File: config.mk
export PLATFORM = sky130hd
export DESIGN_NAME = wb_route_demux_flat
export DESIGN_NICKNAME = d
export VERILOG_FILES = /design/src/rtl/wb_route_demux_if.sv /design/src/rtl/wb_route_demux.sv /design/src/flat_wrapper.sv
export SDC_FILE = /design/constraint.sdc
export NUM_CORES = 1
export LEC_CHECK = 0
export ABC_AREA = 1
export CORE_MARGIN = 2
export CORE_UTILIZATION = 43
export CTS_CLUSTER_DIAMETER = 60
export DETAILED_ROUTE_END_ITERATION = 10
export PLACE_DENSITY_LB_ADDON = 0.15
export SLEW_MARGIN = 20
export SYNTH_ARGS = -nofsm -noshare
export SYNTH_HDL_FRONTEND = slang
export SYNTH_SLANG_ARGS = --single-unit
File: constraint.sdc
create_clock -name clk -period 1.6 [get_ports clk]
set_input_delay 0.32 -clock clk [delete_from_list [all_inputs] [get_ports clk]]
set_output_delay 0.32 -clock clk [all_outputs]
set_load 0.02 [all_outputs]
File: src/rtl/wb_route_demux_if.sv
// Handshake bundle for wb_route_demux: one upstream result stream in, two
// consumer ports (A/B) out sharing a single address/data bus, plus the
// transfer counters.
//   slave  modport : the demux side (drives in_ready, *_valid, out_*, cnt_*)
//   master modport : the producer/consumer side (drives in_*, *_ready)
interface wb_route_demux_if #(
  parameter int DATA_W = 32,
  parameter int ADDR_W = 5
);
  logic              in_valid;
  logic              in_ready;
  logic              in_sel;
  logic [ADDR_W-1:0] in_addr;
  logic [DATA_W-1:0] in_data;
  logic              a_valid;
  logic              b_valid;
  logic              a_ready;
  logic              b_ready;
  logic [ADDR_W-1:0] out_addr;
  logic [DATA_W-1:0] out_data;
  logic [7:0]        cnt_a;
  logic [7:0]        cnt_b;
  logic [7:0]        cnt_drop;

  modport slave (
    input  in_valid, in_sel, in_addr, in_data, a_ready, b_ready,
    output in_ready, a_valid, b_valid, out_addr, out_data,
    output cnt_a, cnt_b, cnt_drop
  );

  modport master (
    output in_valid, in_sel, in_addr, in_data, a_ready, b_ready,
    input  in_ready, a_valid, b_valid, out_addr, out_data,
    input  cnt_a, cnt_b, cnt_drop
  );
endinterface

File: src/rtl/wb_route_demux.sv
// wb_route_demux: 1:2 result router with a single holding slot.
// An accepted upstream word is held and offered to port A (in_sel=0) or
// port B (in_sel=1) until that port accepts. Words addressed to register 0
// are accepted and counted as drops but never offered downstream.
//   clk      : single clock, rising edge
//   rst      : synchronous active-high reset
//   bus      : wb_route_demux_if.slave (in_* stream, a_/b_ handshakes,
//              shared out_addr/out_data, cnt_a/cnt_b/cnt_drop counters)
module wb_route_demux #(
  parameter int DATA_W = 32,
  parameter int ADDR_W = 5
) (
  input logic             clk,
  input logic             rst,
  wb_route_demux_if.slave bus
);

  typedef enum logic [1:0] {
    IDLE   = 2'd0,
    HOLD_A = 2'd1,
    HOLD_B = 2'd2
  } state_t;

  state_t            state_q;
  logic              a_valid_q;
  logic              b_valid_q;
  logic [ADDR_W-1:0] addr_q;
  logic [DATA_W-1:0] data_q;
  logic [7:0]        cnt_a_q;
  logic [7:0]        cnt_b_q;
  logic [7:0]        cnt_drop_q;

  logic              done_a;
  logic              done_b;
  logic              in_ready_w;
  logic              accept;
  logic              drop;
  logic              load;
  logic [7:0]        cnt_a_d;
  logic [7:0]        cnt_b_d;
  logic [7:0]        cnt_drop_d;

  // Only the ready of the port currently holding the entry matters.
  assign done_a = (state_q == HOLD_A) && bus.a_ready;
  assign done_b = (state_q == HOLD_B) && bus.b_ready;

  // The slot frees up in the same cycle it drains, so a new word can be
  // taken back-to-back. Held low during reset so nothing is accepted then.
  assign in_ready_w = !rst && ((state_q == IDLE) || done_a || done_b);

  assign accept = bus.in_valid && in_ready_w;
  assign drop   = accept && (bus.in_addr == '0);
  assign load   = accept && (bus.in_addr != '0);

  // Counters wrap naturally at 8 bits.
  assign cnt_a_d    = done_a ? cnt_a_q + 8'd1 : cnt_a_q;
  assign cnt_b_d    = done_b ? cnt_b_q + 8'd1 : cnt_b_q;
  assign cnt_drop_d = drop ? cnt_drop_q + 8'd1 : cnt_drop_q;

  always_ff @(posedge clk) begin
    if (rst) begin
      state_q    <= IDLE;
      a_valid_q  <= 1'b0;
      b_valid_q  <= 1'b0;
      addr_q     <= '0;
      data_q     <= '0;
      cnt_a_q    <= 8'd0;
      cnt_b_q    <= 8'd0;
      cnt_drop_q <= 8'd0;
    end else begin
      cnt_a_q    <= cnt_a_d;
      cnt_b_q    <= cnt_b_d;
      cnt_drop_q <= cnt_drop_d;
      if (load) begin
        // A load can only happen from IDLE or a draining HOLD, so the
        // previous entry is never overwritten before it is consumed.
        addr_q    <= bus.in_addr;
        data_q    <= bus.in_data;
        state_q   <= bus.in_sel ? HOLD_B : HOLD_A;
        a_valid_q <= !bus.in_sel;
        b_valid_q <= bus.in_sel;
      end else if (done_a || done_b) begin
        // addr_q/data_q intentionally keep their last value.
        state_q   <= IDLE;
        a_valid_q <= 1'b0;
        b_valid_q <= 1'b0;
      end
    end
  end

  assign bus.in_ready = in_ready_w;
  assign bus.a_valid  = a_valid_q;
  assign bus.b_valid  = b_valid_q;
  assign bus.out_addr = addr_q;
  assign bus.out_data = data_q;
  assign bus.cnt_a    = cnt_a_q;
  assign bus.cnt_b    = cnt_b_q;
  assign bus.cnt_drop = cnt_drop_q;

endmodule
File: src/flat_wrapper.sv
// flat-port wrapper written by rule: the top's interface ports become plain ports
module wb_route_demux_flat 
#(
  parameter int DATA_W = 32,
  parameter int ADDR_W = 5
)
  (clk, rst, bus_in_valid, bus_in_sel, bus_in_addr, bus_in_data, bus_a_ready, bus_b_ready, bus_in_ready, bus_a_valid, bus_b_valid, bus_out_addr, bus_out_data, bus_cnt_a, bus_cnt_b, bus_cnt_drop);
  wb_route_demux_if #(.DATA_W(DATA_W), .ADDR_W(ADDR_W)) bus_i ();
  input logic clk;
  input logic rst;
  input wire logic [$bits(bus_i.in_valid)-1:0] bus_in_valid;
  input wire logic [$bits(bus_i.in_sel)-1:0] bus_in_sel;
  input wire logic [$bits(bus_i.in_addr)-1:0] bus_in_addr;
  input wire logic [$bits(bus_i.in_data)-1:0] bus_in_data;
  input wire logic [$bits(bus_i.a_ready)-1:0] bus_a_ready;
  input wire logic [$bits(bus_i.b_ready)-1:0] bus_b_ready;
  output wire logic [$bits(bus_i.in_ready)-1:0] bus_in_ready;
  output wire logic [$bits(bus_i.a_valid)-1:0] bus_a_valid;
  output wire logic [$bits(bus_i.b_valid)-1:0] bus_b_valid;
  output wire logic [$bits(bus_i.out_addr)-1:0] bus_out_addr;
  output wire logic [$bits(bus_i.out_data)-1:0] bus_out_data;
  output wire logic [$bits(bus_i.cnt_a)-1:0] bus_cnt_a;
  output wire logic [$bits(bus_i.cnt_b)-1:0] bus_cnt_b;
  output wire logic [$bits(bus_i.cnt_drop)-1:0] bus_cnt_drop;
  assign bus_i.in_valid = bus_in_valid;
  assign bus_i.in_sel = bus_in_sel;
  assign bus_i.in_addr = bus_in_addr;
  assign bus_i.in_data = bus_in_data;
  assign bus_i.a_ready = bus_a_ready;
  assign bus_i.b_ready = bus_b_ready;
  assign bus_in_ready = bus_i.in_ready;
  assign bus_a_valid = bus_i.a_valid;
  assign bus_b_valid = bus_i.b_valid;
  assign bus_out_addr = bus_i.out_addr;
  assign bus_out_data = bus_i.out_data;
  assign bus_cnt_a = bus_i.cnt_a;
  assign bus_cnt_b = bus_i.cnt_b;
  assign bus_cnt_drop = bus_i.cnt_drop;
  wb_route_demux #(.DATA_W(DATA_W), .ADDR_W(ADDR_W)) u_core (.clk(clk), .rst(rst), .bus(bus_i));
endmodule
==> reports/qor.csv <==
metric;value;unit
status;finished clean;
r2r_start;u_core.state_q[0];
whs_endpoint;u_core.bus.out_data[1];
antenna_left;0;
ys_warn_count;0;
clock-sinks;63;
post-cts-setup-buffers;0;
switching_share;23.9;%
cellPowerDensity;939;nW/µm²
r2r_slack;0.23;ns
crit_start;bus_a_ready;
cts_buffer_depth;2;
slew_headroom;69.6;%
cts_root_buf;clkbuf_8;
coreArea;5920;µm²
reg2reg_to;u_core.bus.out_data[8];
synthesis.instances;378;
grt_pass1_wl;10900;µm
firstDrtPassIters;4;
fin_tns_setup;0;ns
io_buffers;106;
final_hold_viol_count;0;
numCtsBuffers;9;
detail_route.wl_per_cell;11.7;µm
grtUsageMet3;6.63;%
start_util;44.7;%
die_y;82.5;µm
areaGrowthSynthToFinish;56.6;%
avgSynthCellArea;7.00;µm²
synth_cell_types;23;
cts_tree;done;
p_leak;2.10;nW
placedInstanceArea;3940;µm²
power_frac_comb;14.4;%
fp.dieArea;6800;µm²
vias_per_cell;4.69;
fin_crit;1.57;ns
cp_cell_sequence;clkdlybuf4s50_1 > inv_1 > nand2_1 > nand2_2 > nor2_4 > buf_4;
design_area;4150;µm²
busiest_layer;met2;
fp.dieW;82.5;µm
io_pins;107;
slew_viol_final;0;
cp-start-kind;primary input;
grt_max_degree;52;
internal_power;2.96;mW
hold_path_depth;2;
maxCapViolCount;0;
fin_skew;0.0108;ns
irDropWorstVdd;0.000526;V
hp-start;u_core.bus.out_data[1];
syn-num-nets;424;
fin_util;70.0;%
arrival;1.25;ns
hpwl;4670;µm
seq_power_share;43.2;%
gp_congestion;0.855;
grt.total_usage;21.2;%
num_rows;28;
cp-end-kind;output pin;
p_sw;0.931;mW
hp-class;register to register;
ys_seq_elements;63;
clkPwrFrac;42.4;%
drt_iter0_markers;92;
drive_gt1_share;9.02;%
setup_violations;0;
vias;2745;
post-route-drc-count;0;
power.total;3.89;mW
tightest_slew;0.457;ns
clk_latency;0.34;ns
use_met1;23.8;%
grt-ovfl-total;0;
rsz0062_at_grt;yes;
post-route-period-util;98.3;%
cp.required;1.28;ns
routed_wl;6820;µm
crit_type;primary input to output pin;
grt_pass1_vias;2535;
slowest_stage;clkdlybuf4s50_1;
r2r_cells;7;
crit_path_max_fanout;2;
nets;551;
path_clk_slew;0.07;ns
ys_seq_area_share;47.6;%
grt_util_met2;35.7;%
slowest_delay;0.47;ns
syn_area;2650;µm²
diodes;0;
antenna_found_initial;0;
max_freq;0.636;GHz
ctsHtreeMaxLevel;3;
nFillCells;520;
==> power groups by stage <==
stage          combinational (mW)  clock (mW)  sequential (mW)
4_1_cts                     0.568        1.68             1.68
2_1_floorplan               0.185           0             1.81
5_1_grt                     0.617        1.75             1.69
6_report                    0.561        1.65             1.68
3_3_place_gp                0.597           0             1.72
3_5_place_dp                0.605           0             1.72
==> through the flow <==
| step | setup WS, ns | hold slack [ns] | std cells |
|---|---|---|---|
| floorplan | 0.0870 | 0.389 | 378 |
| global placement | -0.479 | 0.461 | 569 |
| detailed placement | -0.462 | 0.472 | 569 |
| CTS | 0.000793 | 0.484 | 585 |
| global route | -0.00563 | 0.500 | 585 |
| finish | 0.0272 | 0.478 | 585 |
==> layer usage <==
metal / part of all wire (%) / up-vias
met5: 0 / -
met4: 2.0 / 0
met3: 8.2 / 15
met2: 47 / 78
met1: 42 / 1202
li1: - / 1450
==> area by class of cell <==
| type | count | area [µm²] | share of cell area [%] |
|---|---|---|---|
| clock buffers | 14 | 183 | 4.41 |
| clock inverters | 2 | 60.1 | 1.45 |
| inverters | 36 | 136 | 3.29 |
| multi-input cells | 266 | 1200 | 28.9 |
| flip-flops and latches | 63 | 1260 | 30.4 |
| well taps | 75 | 93.8 | 2.26 |
| repair buffers | 129 | 1210 | 29.3 |
==> cells in the mapped netlist <==
| master | instances | share of area, % |
|---|---|---|
| a21oi_1 | 18 | 3.4 |
| buf_2 | 4 | 0.76 |
| buf_4 | 2 | 0.57 |
| clkbuf_1 | 6 | 0.85 |
| clkbuf_2 | 1 | 0.19 |
| clkinv_2 | 1 | 0.19 |
| dfxtp_1 | 63 | 48 |
| ha_1 | 3 | 1.4 |
| inv_1 | 35 | 5.0 |
| nand2_1 | 67 | 9.5 |
| nand2_2 | 1 | 0.24 |
| nand3_1 | 13 | 2.5 |
| nand3_2 | 1 | 0.38 |
| nand3b_1 | 2 | 0.57 |
| nand4_1 | 7 | 1.7 |
| nor2_1 | 98 | 14 |
| nor2_2 | 2 | 0.47 |
| nor3_1 | 4 | 0.76 |
| nor3b_1 | 1 | 0.28 |
| o21ai_0 | 33 | 6.2 |
| o21ai_1 | 12 | 2.3 |
| o21ai_2 | 1 | 0.33 |
| xor2_1 | 3 | 0.99 |
==> cell usage in the layout (no fill, tap or decap) <==
cell type	instances
xor2_1	3
nand3_2	1
clkbuf_8	13
nor2_2	1
clkinv_2	1
nor3b_1	1
buf_4	22
nand2_2	1
nand3_1	13
dfxtp_1	63
ha_1	3
a21oi_1	17
o21ai_1	14
clkdlybuf4s50_1	42
o21ai_2	1
o21ai_0	31
nor2_4	1
nor2_1	98
nand2_1	67
dlygate4sd2_1	53
nor3_1	4
buf_12	2
nand4_1	7
dlymetal6s2s_1	10
nand3b_1	2
bufinv_16	2
clkbuf_1	1
inv_1	35
a21oi_2	1
==> worst max path at each step <==
stage,slack [ns],end,cells past startpoint
2_1_floorplan,0.09,u_core.bus.out_addr[0],7
3_3_place_gp,-0.48,bus_in_ready,6
3_5_place_dp,-0.46,bus_in_ready,6
4_1_cts,0.0008,bus_out_data[29],1
5_1_grt,-0.006,bus_in_ready,6
6_report,0.03,bus_in_ready,6
==> worst max-delay path: cells and delay by family <==
| kind | cells | cell delay [ns] |
|---|---|---|
| buf+inv | 3 | 0.66 |
| simple gates | 3 | 0.26 |
==> timing repair <==
action	4_1_cts	5_1_grt
setup endpoints to repair	54	13
hold buffers	0	0
resized for setup	59	13
==> cells by family (layout without fill, tap and decap cells) <==
group                      after synthesis  after routing  synth area share [%]
xor gates and xnor gates                 3              3                 0.993
adders and majority gates                3              3                  1.42
DFF                                     63             63                  47.6
AOI/OAI and AO/OA                       64             64                  12.2
and+or+nand+nor                        196            196                  30.2
buffers and inverters                   49            181                  7.51
==> registers in the layout, indices dropped and copies added (netlist names) <==
| register | flops |
|---|---|
| u_core.bus.cnt_a | 8 |
| u_core.bus.out_addr | 5 |
| u_core.bus.cnt_b | 8 |
| u_core.state_q | 1 |
| u_core.bus.out_data | 32 |
| u_core.bus.cnt_drop | 8 |
| u_core.bus.b_valid | 1 |
No activity file was read; power rests on OpenSTA's default activity.
==> edit (same settings) <==
`ADDR_W` is set to 5 in 3 places; all go to 6.
--- a/src/rtl/wb_route_demux_if.sv
+++ b/src/rtl/wb_route_demux_if.sv
@@ -5,7 +5,7 @@
 //   master modport : the producer/consumer side (drives in_*, *_ready)
 interface wb_route_demux_if #(
   parameter int DATA_W = 32,
-  parameter int ADDR_W = 5
+  parameter int ADDR_W = 6
 );
   logic              in_valid;
   logic              in_ready;
--- a/src/rtl/wb_route_demux.sv
+++ b/src/rtl/wb_route_demux.sv
@@ -8,7 +8,7 @@
 //              shared out_addr/out_data, cnt_a/cnt_b/cnt_drop counters)
 module wb_route_demux #(
   parameter int DATA_W = 32,
-  parameter int ADDR_W = 5
+  parameter int ADDR_W = 6
 ) (
   input logic             clk,
   input logic             rst,
--- a/src/flat_wrapper.sv
+++ b/src/flat_wrapper.sv
@@ -2,7 +2,7 @@
 module wb_route_demux_flat 
 #(
   parameter int DATA_W = 32,
-  parameter int ADDR_W = 5
+  parameter int ADDR_W = 6
 )
   (clk, rst, bus_in_valid, bus_in_sel, bus_in_addr, bus_in_data, bus_a_ready, bus_b_ready, bus_in_ready, bus_a_valid, bus_b_valid, bus_out_addr, bus_out_data, bus_cnt_a, bus_cnt_b, bus_cnt_drop);
   wb_route_demux_if #(.DATA_W(DATA_W), .ADDR_W(ADDR_W)) bus_i ();
Interface: changed (resized bus_in_addr and bus_out_addr); port bits go from 107 to 109. No check against the original RTL was run, so the function may have changed too.
==> edit against the original RTL <==
  * Combinational power increased by 5.9%
  * Sequential cell count up 1
  * Final area is 1.2% higher
  * Die area up 2.3%
  * Critical endpoint is now bus_out_data[13]
  * Setup slack improved by 4.4 ps
  * Count of clock-buffer cells in the layout is 2 lower
  * Sequential share of layout area grew 0.11 points
  * Core utilization about the same
  * Fmax increased by 0.28%
  * Synthesized area is 2.4% higher
  * Power fell by 6.7%
  * Routed wire length increased by 2.9%
  * Cell count grew 0.85%
==> edit: results (changes against the original RTL) <==
Run status
  • Status: completed (unchanged)

Hold path
  • Worst hold start: u_core.bus.out_data[6] (was u_core.bus.out_data[1])

Drt
  • Initial DRC Count: 94 (was 92)
  • Routed wire length: 7.015 mm (was 6.816 mm)
  • Vias: 2,822 (was 2,745)

Pwr
  • Leak: 2.186 nW (was 2.096 nW)
  • Maximum VDD drop: 0.0005568 V (was 0.0005257 V)

Synth
  • Syn nets: 428 (was 424)
  • Synth area leaders: dfxtp_1 47%, nor2_1 14%, nand2_1 9.0% (was dfxtp_1 48%, nor2_1 14%, nand2_1 9.5%)
  • Netlist cell types: 26 (was 23)
  • Commonest cells in the netlist: 100 x nor2_1, 65 x nand2_1, 64 x dfxtp_1 (was 98 x nor2_1, 67 x nand2_1, 63 x dfxtp_1)
  • Seq/Total Area, Yosys: 47.25% (was 47.64%)

Cells and area
  • Final net count: 558 (was 551)
  • Layout cells sized above 1: 9.320% (was 9.020%)

STA
  • Slew margin rel.: 68.11% (was 69.56%)
  • Clock Skew: 8.537 ps (was 10.77 ps)
  • Final worst setup slack: 31.57 ps (was 27.18 ps)

Placed design
  • Placed Area: 4015 µm² (was 3938 µm²)
  • IO buf count: 108 (was 106)
  • Detailed placement HPWL: 5.087 mm (was 4.667 mm)
  • GP Congestion: 0.7841 (was 0.8545)
  • Place WS: -448.9 ps (was -461.5 ps)

Global route
  • All-layer global routing usage: 20.48% (was 21.21%)
  • First-pass GRT wire length: 11.72 mm (was 10.92 mm)
  • Vias in the first global route: 2,577 (was 2,535)

Worst setup path
  • Critical path's largest stage delay: 600 ps (was 470 ps)
  • CP arrival: 1250 ps (about the same)
  • Setup slack, reg-to-reg: 150 ps (was 230 ps)
  • Max FO, Critical Path: 2 (unchanged)
  • Critical Path End: bus_out_data[13] (was bus_in_ready)
  • CP startpoint: u_core.bus.out_data[13] (was bus_a_ready)
  • CP Launch Type: register (was input port)
  • FF-to-FF path depth: 8 (was 7)
edit: final cells by class:
class	instances	area, µm²
Multi-Input combinational cell	269	1219
Sequential cell	64	1281
Tap cell	75	93.84
Timing Repair Buffer	133	1287
Clock buffer	12	145.1
Fill cell	541	1794
Clock inverter	3	42.54
Inverter	34	127.6
edit: timing repair:
item	CTS	global route
pin swaps	0	1
gates resized for setup	50	21
setup endpoints to repair	46	27
gates cloned	0	0
edit: worst min-delay path by stage:
stage,to,slack [ps],depth (start not counted)
after floorplan,u_core.bus.b_valid,390,1
after global placement,u_core.bus.out_data[8],460,2
after detailed placement,u_core.bus.out_data[20],470,2
after CTS,u_core.bus.out_data[6],480,2
after global routing,u_core.bus.out_data[14],500,2
final,u_core.bus.out_data[6],480,2
edit: metal layers:
metal / track usage (%) / up-vias / share of wire [%]
li1: - / 1470 / -
met1: 24.66 / 1256 / 45
met2: 33.87 / 84 / 46
met3: 6.064 / 12 / 7.1
met4: 8.793 / 0 / 1.8
met5: 0 / - / 0
edit: kinds of logic after synthesis:
group,share of synthesized area [%]
compound gates,12.28
xor+xnor,0.9693
fa+ha+maj,1.385
buf+inv,7.798
flops,47.25
simple gates,30.32
edit: report_power, final:
| group | switching [mW] | total [mW] | leakage, nW | internal [mW] |
|---|---|---|---|---|
| Sequential | 0.0375 | 1.71 | 0.523 | 1.67 |
| Combinational | 0.309 | 0.594 | 1.57 | 0.285 |
| Clock | 0.577 | 1.33 | 0.0925 | 0.752 |
edit: metrics by stage:
stage,hold slack (ps),std cells,util [%],total power [mW]
after floorplan,389.1,381,-,2.042
after global placement,461.3,575,67.02,2.366
after detailed placement,470.5,575,67.02,2.380
after CTS,484.2,590,69.17,3.680
after global routing,501.2,590,70.05,3.791
final,475.4,590,70.05,3.633
